**src/rtl/fifo_uart_pkg.sv**
```systemverilog
// Shared types and constants for the FIFO-fed UART transmitter.
package fifo_uart_pkg;

    localparam int DATA_W   = 8;
    localparam int PAR_NONE = 0;
    localparam int PAR_EVEN = 1;
    localparam int PAR_ODD  = 2;

    typedef enum logic [2:0] {
        ST_IDLE,
        ST_FETCH,
        ST_LOAD,
        ST_START,
        ST_DATA,
        ST_PARITY,
        ST_STOP
    } tx_state_t;

    // Even parity makes the total count of ones even, so it is the plain XOR.
    function automatic logic parity_bit(input logic [DATA_W-1:0] data, input int mode);
        return (mode == PAR_ODD) ? ~(^data) : ^data;
    endfunction

endpackage

```
**src/rtl/uart_baud_cnt.sv**
```systemverilog
// Bit-period counter: tick marks the last clk of each bit, pre_tick the one before it.
module uart_baud_cnt
    import fifo_uart_pkg::*;
#(
    parameter int CLKS_PER_BIT = 16
) (
    input  logic clk,
    input  logic rst,
    input  logic clr,
    output logic tick,
    output logic pre_tick
);

    localparam int CW = (CLKS_PER_BIT > 1) ? $clog2(CLKS_PER_BIT) : 1;
    localparam logic [CW-1:0] LAST = CW'(CLKS_PER_BIT - 1);
    localparam logic [CW-1:0] PRE  = CW'(CLKS_PER_BIT - 2);

    logic [CW-1:0] cnt_reg;

    always_ff @(posedge clk or negedge rst) begin
        if (!rst) begin
            cnt_reg <= '0;
        end else if (clr || tick) begin
            cnt_reg <= '0;
        end else begin
            cnt_reg <= cnt_reg + CW'(1);
        end
    end

    assign tick     = (cnt_reg == LAST);
    assign pre_tick = (cnt_reg == PRE);

endmodule

```
**src/rtl/fifo_uart_tx.sv**
```systemverilog
// Drains a byte FIFO one entry at a time and serialises each byte as a UART frame.
module fifo_uart_tx
    import fifo_uart_pkg::*;
#(
    parameter int CLKS_PER_BIT = 16,
    parameter int PARITY       = 0,
    parameter int STOP_BITS    = 1
) (
    input  logic              clk,
    input  logic              rst,
    input  logic              en,
    input  logic              fifo_empty,
    input  logic [DATA_W-1:0] fifo_dout,
    output logic              fifo_rd,
    output logic              tx,
    output logic              busy,
    output logic              byte_done
);

    if (PARITY < PAR_NONE || PARITY > PAR_ODD) begin : g_bad_parity
        $fatal(1, "fifo_uart_tx: PARITY must be 0, 1 or 2");
    end
    if (STOP_BITS != 1 && STOP_BITS != 2) begin : g_bad_stop
        $fatal(1, "fifo_uart_tx: STOP_BITS must be 1 or 2");
    end
    if (CLKS_PER_BIT < 2) begin : g_bad_clks
        $fatal(1, "fifo_uart_tx: CLKS_PER_BIT must be at least 2");
    end

    tx_state_t         state_reg;
    logic [DATA_W-1:0] shift_reg;
    logic              par_reg;
    logic [2:0]        bit_idx_reg;
    logic              stop_idx_reg;
    logic              tick;
    logic              pre_tick;
    logic              baud_clr;
    logic              last_stop;

    // Holding the counter at zero outside the frame makes START begin on a fresh period.
    assign baud_clr  = (state_reg == ST_IDLE) || (state_reg == ST_FETCH) || (state_reg == ST_LOAD);
    assign last_stop = (STOP_BITS == 1) ? 1'b1 : stop_idx_reg;

    uart_baud_cnt #(
        .CLKS_PER_BIT(CLKS_PER_BIT)
    ) u_baud (
        .clk     (clk),
        .rst     (rst),
        .clr     (baud_clr),
        .tick    (tick),
        .pre_tick(pre_tick)
    );

    always_ff @(posedge clk or negedge rst) begin
        if (!rst) begin
            state_reg    <= ST_IDLE;
            shift_reg    <= '0;
            par_reg      <= 1'b0;
            bit_idx_reg  <= '0;
            stop_idx_reg <= 1'b0;
            fifo_rd      <= 1'b0;
            tx           <= 1'b1;
            busy         <= 1'b0;
            byte_done    <= 1'b0;
        end else begin
            fifo_rd   <= 1'b0;
            byte_done <= 1'b0;
            case (state_reg)
                ST_IDLE: begin
                    tx   <= 1'b1;
                    busy <= 1'b0;
                    if (en && !fifo_empty) begin
                        state_reg <= ST_FETCH;
                        fifo_rd   <= 1'b1;
                        busy      <= 1'b1;
                    end
                end
                ST_FETCH: state_reg <= ST_LOAD;
                ST_LOAD: begin
                    shift_reg <= fifo_dout;
                    par_reg   <= parity_bit(fifo_dout, PARITY);
                    tx        <= 1'b0;
                    state_reg <= ST_START;
                end
                ST_START: begin
                    if (tick) begin
                        tx          <= shift_reg[0];
                        shift_reg   <= shift_reg >> 1;
                        bit_idx_reg <= '0;
                        state_reg   <= ST_DATA;
                    end
                end
                ST_DATA: begin
                    if (tick) begin
                        if (bit_idx_reg == 3'd7) begin
                            if (PARITY != PAR_NONE) begin
                                tx        <= par_reg;
                                state_reg <= ST_PARITY;
                            end else begin
                                tx           <= 1'b1;
                                stop_idx_reg <= 1'b0;
                                state_reg    <= ST_STOP;
                            end
                        end else begin
                            tx          <= shift_reg[0];
                            shift_reg   <= shift_reg >> 1;
                            bit_idx_reg <= bit_idx_reg + 3'd1;
                        end
                    end
                end
                ST_PARITY: begin
                    if (tick) begin
                        tx           <= 1'b1;
                        stop_idx_reg <= 1'b0;
                        state_reg    <= ST_STOP;
                    end
                end
                ST_STOP: begin
                    // Registered pulse is armed one clk early so it lands on the final stop cycle.
                    if (pre_tick && last_stop) begin
                        byte_done <= 1'b1;
                    end
                    if (tick) begin
                        if (last_stop) begin
                            busy      <= 1'b0;
                            state_reg <= ST_IDLE;
                        end else begin
                            stop_idx_reg <= 1'b1;
                        end
                    end
                end
                default: state_reg <= ST_IDLE;
            endcase
        end
    end

endmodule

```
**config.mk**
```make
export PLATFORM = sky130hd
export DESIGN_NAME = fifo_uart_tx
export DESIGN_NICKNAME = d
export VERILOG_FILES = /design/src/rtl/fifo_uart_pkg.sv /design/src/rtl/uart_baud_cnt.sv /design/src/rtl/fifo_uart_tx.sv
export SDC_FILE = /design/constraint.sdc
export NUM_CORES = 1
export LEC_CHECK = 0
export ABC_CLOCK_PERIOD_IN_PS = 2700
export CAP_MARGIN = 10
export CORE_MARGIN = 1.5
export CORE_UTILIZATION = 40
export CTS_BUF_LIST = sky130_fd_sc_hd__clkbuf_8 sky130_fd_sc_hd__clkbuf_16
export DETAILED_ROUTE_END_ITERATION = 6
export DONT_BUFFER_PORTS = 1
export SETUP_SLACK_MARGIN = 0.1
export SYNTH_ARGS = -nofsm -noshare
export SYNTH_HDL_FRONTEND = slang
export SYNTH_SLANG_ARGS = --single-unit
```
**constraint.sdc**
```tcl
create_clock -name clk -period 2.7 [get_ports clk]
set_input_delay 0.54 -clock clk [delete_from_list [all_inputs] [get_ports clk]]
set_output_delay 0.54 -clock clk [all_outputs]
set_load 0.01 [all_outputs]
```
==> results of run 1 <==
metrics by stage:
stage / hold WS (ns) / std cells / cell area (µm²) / util / total power [W]
floorplan: 0.244 / 105 / 1160 / - / 0.000354
global placement: 0.245 / 132 / 1180 / 0.428 / 0.000355
detailed placement: 0.245 / 132 / 1180 / 0.428 / 0.000356
CTS: 0.112 / 137 / 1240 / 0.451 / 0.000595
global route: 0.0999 / 137 / 1240 / 0.451 / 0.000616
finish: 0.119 / 137 / 1240 / 0.451 / 0.000587
Yosys cell counts (3+ instances only):
cell type                   number  area, µm²
sky130_fd_sc_hd__mux2_1          7       78.8
sky130_fd_sc_hd__a32o_1          3       30.0
sky130_fd_sc_hd__clkbuf_1        4       15.0
sky130_fd_sc_hd__ha_1            4       50.1
sky130_fd_sc_hd__nor2_1          9       33.8
sky130_fd_sc_hd__o2bb2ai_1       3       26.3
sky130_fd_sc_hd__dfrtp_1        21        526
sky130_fd_sc_hd__o21ai_0         4       20.0
sky130_fd_sc_hd__nand2_1         8       30.0
sky130_fd_sc_hd__a21oi_1         4       20.0
sky130_fd_sc_hd__nand3_1         3       15.0
sky130_fd_sc_hd__mux2_2          7       78.8
sky130_fd_sc_hd__nand2b_1        4       25.0
worst paths after layout:
check,end,depth (start not counted),start,slack (ns)
worst max-delay path,shift_reg[4],5,u_baud.cnt_reg[0],0.74
worst max register to register,shift_reg[4],5,u_baud.cnt_reg[0],0.74
worst min register to register,u_baud.cnt_reg[0],1,u_baud.cnt_reg[0],0.49
max in group asynchronous,state_reg[0],1,rst,1.25
min in group clk,shift_reg[7],1,fifo_dout[7],0.45
worst min-delay path,tx,0,rst,0.12
kinds of logic (layout without fill, tap and decap cells):
family	after synthesis	in the layout
buf+inv	6	7
compound gates	23	23
fa+ha+maj	4	4
simple gates	34	34
flops	22	22
mux	14	14
xor+xnor	2	2
worst register-to-register path, delay by kind of cell (launching register included):
family                   cells  cell delay (ns)
flip-flops                   1             0.41
multiplexers                 1             0.39
adder cells (fa/ha/maj)      1             0.24
AND/OR/NAND/NOR              2             0.32
AO/OA/AOI/OAI                1             0.48
per-layer routing:
layer / vias up / share of wire / GRT usage
met5: - / 0 / 0
met4: 0 / 0.0098 / 0.0498
met3: 2 / 0.033 / 0.0300
met2: 16 / 0.48 / 0.223
met1: 390 / 0.48 / 0.205
li1: 383 / - / -
power by group:
group	internal [W]	total [W]	leakage, nW	switching, W
combinational	0.00000790	0.0000175	0.237	0.00000959
clock	0.000130	0.000231	0.0288	0.000101
sequential	0.000335	0.000338	0.257	0.00000340
what timing repair did:
item / in CTS / in global routing
hold endpoints to repair: 21 / 0
resized for setup: 0 / 0
hold buffers: 1 / 0
final cells by class:
cell class | instances | area share
repair buffers | 2 | 0.0141
multi-input cells | 77 | 0.464
inverters | 1 | 0.00302
well taps | 31 | 0.0312
clock buffers | 4 | 0.0442
flip-flops and latches | 22 | 0.443
==> results.rst, run 1 <==
.. list-table::
   :header-rows: 1

   * - Metric
     - Value
   * - Run status
     - finished clean
   * - Number of buffers inserted by port buffering
     - 0
   * - Most used flip-flop cell after synthesis
     - sky130_fd_sc_hd__dfrtp_1
   * - Filler cells
     - 262
   * - DIE AREA
     - 3230 µm²
   * - Register area
     - 552 µm²
   * - Highest fanout seen on the critical path
     - 8
   * - Proportion of synthesized flip-flops having asynchronous set or reset
     - 1.00
   * - Cell count after synthesis
     - 105
   * - Crit-path cells
     - ha_1 -> nand3_1 -> nor2_2 -> a32oi_2 -> mux2_2
   * - # clock sinks
     - 22
   * - Adder-cell share of the synthesized area
     - 0.0431
   * - Placement row count
     - 19
   * - Number of global-route vias before repair
     - 769
   * - Overflow left after global routing
     - 0
   * - IR drop worst, VDD
     - 0.290 mV
   * - Synth warn
     - 0
   * - Final nets
     - 123
   * - Synth Area in Compound Gates
     - 0.157
   * - Power per Cell Area
     - 472 nW/µm²
   * - Required @ worst endpoint
     - 2.84 ns
   * - Number of antenna repair diodes
     - 0
   * - Multiplexer share of the synthesized area
     - 0.136
   * - Post-synth EDFFs
     - 0
   * - Largest net degree at the start of global routing
     - 22
   * - Clock Tree Buf Depth
     - 2
   * - Number of design rule violations left after detail routing
     - 0
   * - First-pass GRT wire length
     - 3.64 mm
   * - Kind of end point of the critical path
     - register
   * - Slowest stage cell on the critical path
     - sky130_fd_sc_hd__a32oi_2
   * - Cell family contributing the most delay on the critical path
     - compound AO/OA/AOI/OAI gates
   * - Worst endpoint data arrival time
     - 2.11 ns
   * - Worst-case setup margin in the final layout
     - 0.737 ns
   * - Slew Limit Headroom
     - 0.367
   * - H-tree levels
     - 1
   * - #FFs+latches synth
     - 22
   * - Reg clk slew, reported paths
     - 0.08 ns
   * - Flip-flop count of the largest register after layout
     - 8
   * - Final period utilization
     - 0.727
   * - Final setup violation count
     - 0
   * - Initial drt markers
     - 14
   * - Classification of the worst setup path
     - register to register
   * - Insertion delay of the later-clocked pin in the worst-skew pair
     - 0.26 ns
   * - DR vias/cell
     - 5.77
   * - Post-synth net total
     - 121
   * - Netlist Area Pre-Place
     - 1160 µm²
   * - Final count of hold timing violations
     - 0
   * - Fraction of layout instances using a drive strength above 1
     - 0.170
   * - Transition at the pin with the smallest max-transition slack
     - 0.946 ns
   * - Ports
     - 16
   * - Leading cell type in the layout, fill and taps excluded
     - sky130_fd_sc_hd__dfrtp_1
   * - Fmax
     - 509 MHz
   * - Count of TritonRoute iterations in the first routing pass
     - 4
   * - Synth Area in XOR/XNOR
     - 0.0151
   * - Wire length reported by the detailed router
     - 2.04 mm
   * - CTS Buf Count
     - 3
   * - Number of antenna violations at the first check in global routing
     - 0
   * - Largest family of logic cells by synthesized area
     - compound AO/OA/AOI/OAI gates
   * - Post-layout minimum cycle time
     - 1.96 ns
   * - Crit path buffers/inverters
     - 0
   * - Simple-gate area share of the yosys netlist
     - 0.147
   * - Antenna viol nets, final
     - 0
   * - Starting density of the core
     - 0.421
   * - Portion of the post-synthesis area used by sequential elements
     - 0.476
   * - P&R area growth vs syn
     - 7.34%
   * - Worst slack, placed
     - 0.742 ns
   * - HPWL reported at the end of detailed placement
     - 1.42 mm
   * - Die extent in x
     - 56.9 µm
   * - Leakage power
     - 0.523 nW
   * - Number of library cell types mapped by synthesis
     - 32
   * - Total Negative Setup Slacks
     - 0 ns
   * - Clock tree from TritonCTS
     - done
   * - Clock tree root buffer cell
     - sky130_fd_sc_hd__clkbuf_8
   * - Number of vias in the routed layout
     - 791
   * - Clock skew
     - 0.00225 ns
   * - Slew Limit Fails
     - 0
   * - Average routed wire per standard cell
     - 14.9 µm
   * - Number of setup buffers added after CTS
     - 0
   * - Area of the multi-input gates
     - 578 µm²
   * - Max-cap violations
     - 0
   * - Class of the most critical hold timing path
     - input pin to asynchronous set/reset pin
   * - Synthesized area per cell
     - 11.0 µm²
   * - GPL Wtd Cong
     - 0.824
   * - Overall global routing resource usage
     - 0.145
   * - Nature of the critical path startpoint
     - register
   * - Core outline area
     - 2760 µm²
   * - Highest-count cells in the layout ignoring fill and taps
     - sky130_fd_sc_hd__dfrtp_1, sky130_fd_sc_hd__nor2_1, sky130_fd_sc_hd__nand2_1, sky130_fd_sc_hd__mux2_1, sky130_fd_sc_hd__mux2_2
   * - Setup repair after global routing missed its margin
     - no
   * - Die Y
     - 56.9 µm
   * - Max incr delay on CP
     - 0.48 ns
(Power assumes the default switching activity.)
==> run 2, diff against run 1 <==
- ABC_CLOCK_PERIOD_IN_PS: 2700 -> 1600
- clock period: 2.7 -> 1.6 ns (I/O delays scaled with it)
==> results.rst, run 2 (synthesis gave the netlist of run 1 again) <==
.. list-table::
   :header-rows: 1

   * - Metric
     - Value
   * - Run status
     - finished with violations (was finished clean)
   * - Violations in the final reports
     - negative setup slack
   * - HPWL reported at the end of detailed placement
     - 1.68 mm (was 1.42 mm)
   * - Nature of the critical path startpoint
     - register (unchanged)
   * - Final setup violation count
     - 7 (was 0)
   * - Clock Tree Buf Depth
     - 2 (unchanged)
   * - Setup repair after global routing missed its margin
     - yes (was no)
   * - Worst endpoint data arrival time
     - 1.84 ns (was 2.11 ns)
   * - Number of antenna repair diodes
     - 0 (unchanged)
   * - Power per Cell Area
     - 670 nW/µm² (was 472 nW/µm²)
   * - Initial drt markers
     - 19 (was 14)
   * - Final count of hold timing violations
     - 0 (unchanged)
   * - Highest-count cells in the layout ignoring fill and taps
     - sky130_fd_sc_hd__dfrtp_1, sky130_fd_sc_hd__buf_4, sky130_fd_sc_hd__nor2_1, sky130_fd_sc_hd__mux2_4, sky130_fd_sc_hd__nand2_1 (was sky130_fd_sc_hd__dfrtp_1, sky130_fd_sc_hd__nor2_1, sky130_fd_sc_hd__nand2_1, sky130_fd_sc_hd__mux2_1, sky130_fd_sc_hd__mux2_2)
   * - Number of design rule violations left after detail routing
     - 0 (unchanged)
   * - Slew Limit Headroom
     - 0.353 (was 0.367)
   * - Wire length reported by the detailed router
     - 2.43 mm (was 2.04 mm)
   * - DR vias/cell
     - 5.39 (was 5.77)
   * - Placement row count
     - 19 (unchanged)
   * - Die Y
     - 56.9 µm (unchanged)
   * - Number of buffers inserted by port buffering
     - 0 (unchanged)
   * - Class of the most critical hold timing path
     - input pin to register (was input pin to asynchronous set/reset pin)
   * - Slew Limit Fails
     - 0 (unchanged)
   * - Final design utilization
     - 0.545 (was 0.451)
   * - Insertion delay of the later-clocked pin in the worst-skew pair
     - 0.26 ns (about the same)
   * - Transition at the pin with the smallest max-transition slack
     - 0.968 ns (was 0.946 ns)
   * - Average routed wire per standard cell
     - 15.5 µm (was 14.9 µm)
   * - Depth of the most critical reg-to-reg path
     - 4 (was 5)
   * - Cell count after placement
     - 149 (was 132)
   * - Post-route cell area
     - 1500 µm² (was 1240 µm²)
   * - DIE AREA
     - 3230 µm² (unchanged)
   * - Hold_sp
     - fifo_dout[7]
   * - Final std cells w/o fill
     - 157 (was 137)
   * - Required @ worst endpoint
     - 1.75 ns (was 2.84 ns)
   * - Max-cap violations
     - 0 (unchanged)
   * - Final period utilization
     - 1.06 (was 0.727)
   * - Count of TritonRoute iterations in the first routing pass
     - 3 (was 4)
   * - Instance area after placement
     - 1320 µm² (was 1180 µm²)
   * - R2r startpoint
     - state_reg[1] (was u_baud.cnt_reg[0])
   * - Number of antenna violations at the first check in global routing
     - 0 (unchanged)
   * - Number of global-route vias before repair
     - 959 (was 769)
   * - CTS Buf Count
     - 3 (unchanged)
   * - Slack of the worst reg-to-reg path
     - -0.09 ns (was 0.74 ns)
   * - Final nets
     - 143 (was 123)
   * - Worst-case setup margin in the final layout
     - -0.0949 ns (was 0.737 ns)
   * - Clock skew
     - 0.00504 ns (was 0.00225 ns)
   * - Overall global routing resource usage
     - 0.176 (was 0.145)
   * - Classification of the worst setup path
     - register to register (unchanged)
   * - GPL Wtd Cong
     - 0.840 (was 0.824)
   * - Starting density of the core
     - 0.421 (unchanged)
   * - IR drop worst, VDD
     - 0.604 mV (was 0.290 mV)
   * - Largest net degree at the start of global routing
     - 23 (was 22)
   * - H-tree levels
     - 1 (unchanged)
   * - Core outline area
     - 2760 µm² (unchanged)
   * - Total Negative Setup Slacks
     - -0.543 ns (was 0 ns)
   * - Antenna viol nets, final
     - 0 (unchanged)
   * - Destination of the worst hold path
     - shift_reg[7]
   * - Number of vias in the routed layout
     - 846 (was 791)
   * - Fmax
     - 590 MHz (was 509 MHz)
   * - Ports
     - 16 (unchanged)
   * - Clock tree root buffer cell
     - sky130_fd_sc_hd__clkbuf_8 (unchanged)
   * - First-pass GRT wire length
     - 4.43 mm (was 3.64 mm)
   * - Post-layout minimum cycle time
     - 1.69 ns (was 1.96 ns)
   * - Highest fanout seen on the critical path
     - 8 (unchanged)
   * - Clock tree from TritonCTS
     - done (unchanged)
   * - Flip-flop count of the largest register after layout
     - 8 (unchanged)
   * - Leakage power
     - 0.673 nW (was 0.523 nW)
   * - # clock sinks
     - 22 (unchanged)
   * - Endpoint of the worst register-to-register path
     - shift_reg[6] (was shift_reg[4])
   * - Cells on Worst Hold Path
     - 1
   * - Overflow left after global routing
     - 0 (unchanged)
   * - P&R area growth vs syn
     - 29.6% (was 7.34%)
   * - Reg clk slew, reported paths
     - 0.08 ns (about the same)
   * - Die extent in x
     - 56.9 µm (unchanged)
   * - Fraction of layout instances using a drive strength above 1
     - 0.389 (was 0.170)
   * - Kind of end point of the critical path
     - register (unchanged)
==> run 2: area by class of cell <==
cell class                      count  area [µm²]
Clock buffer                        4        55.1
Fill cell                         235        1250
Inverter                            1        3.75
Multi-Input combinational cell     77         686
Sequential cell                    22         552
Tap cell                           31        38.8
Timing Repair Buffer               22         168
==> run 2: critical path: stages, from the launching register on <==
cell and delay [ns]:
sky130_fd_sc_hd__dfrtp_1 0.38, sky130_fd_sc_hd__or3b_4 0.42, sky130_fd_sc_hd__o21ai_4 0.14, sky130_fd_sc_hd__mux2_1 0.37, sky130_fd_sc_hd__mux2_4 0.27
==> run 2: per-stage QoR <==
step           setup WS [ns]  hold slack, ns  total power, W
2_1_floorplan        -0.0900          0.0244        0.000597
3_3_place_gp         -0.0699          0.0250        0.000600
3_5_place_dp          -0.114          0.0250        0.000602
4_1_cts              -0.0919           0.222         0.00103
5_1_grt               -0.143           0.234         0.00106
6_report             -0.0949           0.228         0.00101
==> run 2: repair_timing <==
action                                  CTS  global route
pin swaps                                 3             2
endpoints found under the setup margin   10            15
gates resized for setup                  19             4
hold endpoints to repair                 22             0
setup buffers                             3             0
hold buffers                              1             0
==> run 2: report_power, final <==
part           internal [W]  switching [W]  total [W]
Combinational     0.0000183      0.0000179  0.0000362
Sequential         0.000566     0.00000763   0.000573
Clock              0.000219       0.000178   0.000397
==> run 2: per-layer routing <==
layer | part of all wire | GRT usage | vias up
met5 | 0 | 0 | -
met1 | 0.45 | 0.222 | 411
met2 | 0.51 | 0.296 | 12
li1 | - | - | 421
met4 | 0.0054 | 0.0365 | 0
met3 | 0.034 | 0.0576 | 2
==> run 2: worst max path at each step <==
stage,startpoint,end,depth (start not counted)
floorplan,state_reg[2],shift_reg[0],5
global placement,u_baud.cnt_reg[0],shift_reg[6],5
detailed placement,u_baud.cnt_reg[0],shift_reg[2],5
CTS,state_reg[1],shift_reg[2],4
global route,state_reg[1],shift_reg[6],4
finish,state_reg[1],shift_reg[6],4
==> run 3, diff against run 2 <==
- CTS_BUF_LIST: sky130_fd_sc_hd__clkbuf_8 sky130_fd_sc_hd__clkbuf_16 -> sky130_fd_sc_hd__clkbuf_4
==> results.rst, run 3 (synthesis gave the netlist of run 1 again) <==
.. list-table::
   :header-rows: 1

   * - Metric
     - Value
   * - HPWL reported at the end of detailed placement
     - 1.68 mm (unchanged)
   * - Required @ worst endpoint
     - 1.81 ns (was 1.75 ns)
   * - Reg clk slew, reported paths
     - 0.13 ns (was 0.08 ns)
   * - Worst-case setup margin in the final layout
     - -0.0887 ns (was -0.0949 ns)
   * - Net Sw Frac
     - 0.234 (was 0.202)
   * - Final setup violation count
     - 7 (unchanged)
   * - Clock tree root buffer cell
     - sky130_fd_sc_hd__clkbuf_4 (was sky130_fd_sc_hd__clkbuf_8)
   * - Clock tree from TritonCTS
     - done (unchanged)
   * - Power Internal
     - 0.000676 W (was 0.000803 W)
   * - Critical path origin
     - state_reg[1] (unchanged)
   * - Final nets
     - 143 (unchanged)
   * - CTS Buf Count
     - 3 (unchanged)
   * - Post-layout minimum cycle time
     - 1.69 ns (about the same)
   * - Slowest stage cell on the critical path
     - sky130_fd_sc_hd__or3b_4 (unchanged)
   * - Slack of the worst reg-to-reg path
     - -0.09 ns (about the same)
   * - Clock Tree Buf Depth
     - 2 (unchanged)
   * - Endpoint of the worst register-to-register path
     - shift_reg[0] (was shift_reg[6])
   * - Wire length reported by the detailed router
     - 2.40 mm (was 2.43 mm)
   * - H-tree levels
     - 1 (unchanged)
   * - Die Y
     - 56.9 µm (unchanged)
   * - IR drop worst, VDD
     - 0.510 mV (was 0.604 mV)
   * - Total Negative Setup Slacks
     - -0.579 ns (was -0.543 ns)
   * - Fmax
     - 592 MHz (was 590 MHz)
   * - Sequential share of power
     - 0.650 (was 0.569)
   * - Overall global routing resource usage
     - 0.174 (was 0.176)
   * - Kind of end point of the critical path
     - register (unchanged)
   * - Highest fanout seen on the critical path
     - 8 (unchanged)
   * - Combinational cell fraction of total power
     - 0.041 (was 0.036)
   * - Largest net degree at the start of global routing
     - 23 (unchanged)
   * - Post-route cell area
     - 1470 µm² (was 1500 µm²)
   * - Initial drt markers
     - 19 (unchanged)
   * - P&R area growth vs syn
     - 27.1% (was 29.6%)
   * - Starting density of the core
     - 0.421 (unchanged)
   * - Number of antenna violations at the first check in global routing
     - 0 (unchanged)
   * - DR vias/cell
     - 5.61 (was 5.39)
   * - Area of the multi-input gates
     - 686 µm² (unchanged)
   * - CP Depth
     - 4 (unchanged)
   * - Number of vias in the routed layout
     - 880 (was 846)
   * - Number of global-route vias before repair
     - 953 (was 959)
   * - Placement row count
     - 19 (unchanged)
   * - Filler cells
     - 237 (was 235)
   * - Slew Limit Headroom
     - 0.351 (was 0.353)
   * - Total net switching power
     - 0.000207 W (was 0.000203 W)
   * - Clock skew
     - 0.00475 ns (was 0.00504 ns)
   * - Run status
     - finished with violations (unchanged)
   * - Flip-flop count of the largest register after layout
     - 8 (unchanged)
   * - Antenna viol nets, final
     - 0 (unchanged)
   * - Final period utilization
     - 1.06 (about the same)
   * - Number of buffers inserted by port buffering
     - 0 (unchanged)
   * - Register area
     - 552 µm² (unchanged)
   * - R2r startpoint
     - state_reg[1] (unchanged)
   * - # clock sinks
     - 22 (unchanged)
   * - Setup repair after global routing missed its margin
     - yes (unchanged)
   * - Overflow left after global routing
     - 0 (unchanged)
   * - Depth of the most critical reg-to-reg path
     - 4 (unchanged)
   * - Worst slack, placed
     - -0.114 ns (unchanged)
   * - Count of TritonRoute iterations in the first routing pass
     - 4 (was 3)
   * - Crit path capture
     - shift_reg[0] (was shift_reg[6])
   * - Core outline area
     - 2760 µm² (unchanged)
   * - Fraction of layout instances using a drive strength above 1
     - 0.381 (was 0.389)
   * - Ports
     - 16 (unchanged)
   * - Clock network fraction of design power
     - 0.309 (was 0.395)
   * - Cell family contributing the most delay on the critical path
     - multiplexers (unchanged)
   * - Crit-path cells
     - or3b_4 -> o21ai_4 -> mux2_1 -> mux2_4 (unchanged)
   * - Violations in the final reports
     - negative setup slack (unchanged)
   * - Max-cap violations
     - 0 (unchanged)
   * - Transition at the pin with the smallest max-transition slack
     - 0.971 ns (was 0.968 ns)
   * - Crit path buffers/inverters
     - 0 (unchanged)
   * - Slew Limit Fails
     - 0 (unchanged)
   * - Classification of the worst setup path
     - register to register (unchanged)
   * - Highest-count cells in the layout ignoring fill and taps
     - sky130_fd_sc_hd__dfrtp_1, sky130_fd_sc_hd__buf_4, sky130_fd_sc_hd__nor2_1, sky130_fd_sc_hd__mux2_4, sky130_fd_sc_hd__nand2_1 (unchanged)
   * - Final count of hold timing violations
     - 0 (unchanged)
   * - DIE AREA
     - 3230 µm² (unchanged)
   * - Die extent in x
     - 56.9 µm (unchanged)
   * - First-pass GRT wire length
     - 4.39 mm (was 4.43 mm)
   * - Worst endpoint data arrival time
     - 1.90 ns (was 1.84 ns)
   * - Post-route worst hold slack
     - 0.166 ns (was 0.228 ns)
   * - Instance area after placement
     - 1320 µm² (unchanged)
   * - Average routed wire per standard cell
     - 15.3 µm (was 15.5 µm)
   * - Number of antenna repair diodes
     - 0 (unchanged)
   * - Power per Cell Area
     - 598 nW/µm² (was 670 nW/µm²)
   * - Nature of the critical path startpoint
     - register (unchanged)
   * - GPL Wtd Cong
     - 0.840 (unchanged)
   * - Insertion delay of the later-clocked pin in the worst-skew pair
     - 0.32 ns (was 0.26 ns)
   * - Max incr delay on CP
     - 0.42 ns (about the same)
   * - Leakage power
     - 0.660 nW (was 0.673 nW)
   * - Class of the most critical hold timing path
     - input pin to register (unchanged)
   * - Number of design rule violations left after detail routing
     - 0 (unchanged)
-- run 3: cell types whose count changed in the layout (fill, tap and decap cells not counted) --
cell / delta
sky130_fd_sc_hd__clkbuf_8: -4
sky130_fd_sc_hd__clkbuf_4: +3
sky130_fd_sc_hd__clkinv_1: +1
-- run 3: power groups by stage --
stage / Sequential (W) / Clock [W] / Combinational [W]
2_1_floorplan: 0.000581 / 0 / 0.0000160
3_3_place_gp: 0.000583 / 0 / 0.0000174
3_5_place_dp: 0.000583 / 0 / 0.0000182
4_1_cts: 0.000573 / 0.000279 / 0.0000367
5_1_grt: 0.000575 / 0.000307 / 0.0000413
6_report: 0.000573 / 0.000273 / 0.0000360
-- run 3: layout make-up --
class                      instances  area share
multi-input combinational         77       0.465
sequential                        22       0.374
timing repair buffer              22       0.114
tap                               31      0.0263
clock buffer                       3      0.0153
clock inverter                     1     0.00255
inverter                           1     0.00255
-- run 3: worst min-delay path by stage --
stage	from	endpoint	slack, ns	cells past startpoint
final	fifo_dout[7]	shift_reg[7]	0.17	1
after global routing	fifo_dout[7]	shift_reg[7]	0.17	1
after CTS	fifo_dout[7]	shift_reg[7]	0.16	1
after detailed placement	rst	byte_done	0.02	0
after global placement	rst	byte_done	0.02	0
after floorplan	rst	bit_idx_reg[0]	0.02	0
-- run 3: metrics by stage --
| step | util | cells | total power (W) |
|---|---|---|---|
| after global placement | 0.478 | 149 | 0.000600 |
| after detailed placement | 0.478 | 149 | 0.000602 |
| after CTS | 0.525 | 156 | 0.000889 |
| final | 0.534 | 157 | 0.000882 |
| after floorplan | - | 105 | 0.000597 |
| after global routing | 0.534 | 157 | 0.000923 |
-- run 3: worst register-to-register path, stage by stage (launching register included) --
cell and delay (ns):
sky130_fd_sc_hd__dfrtp_1 0.40, sky130_fd_sc_hd__or3b_4 0.42, sky130_fd_sc_hd__o21ai_4 0.14, sky130_fd_sc_hd__mux2_1 0.36, sky130_fd_sc_hd__mux2_4 0.27
-- run 3: per-layer routing --
layer	part of all wire	track usage	up-vias
li1	-	-	422
met1	0.45	0.225	439
met2	0.50	0.284	15
met3	0.040	0.0576	4
met4	0.011	0.0365	0
met5	0	0	-
-- run 3: what timing repair did --
item,4_1_cts,5_1_grt
buffers inserted,2,1
hold buffers,1,0
pin swaps,3,2
resized for setup,19,4
endpoints found under the setup margin,12,15
hold endpoints to repair,22,0
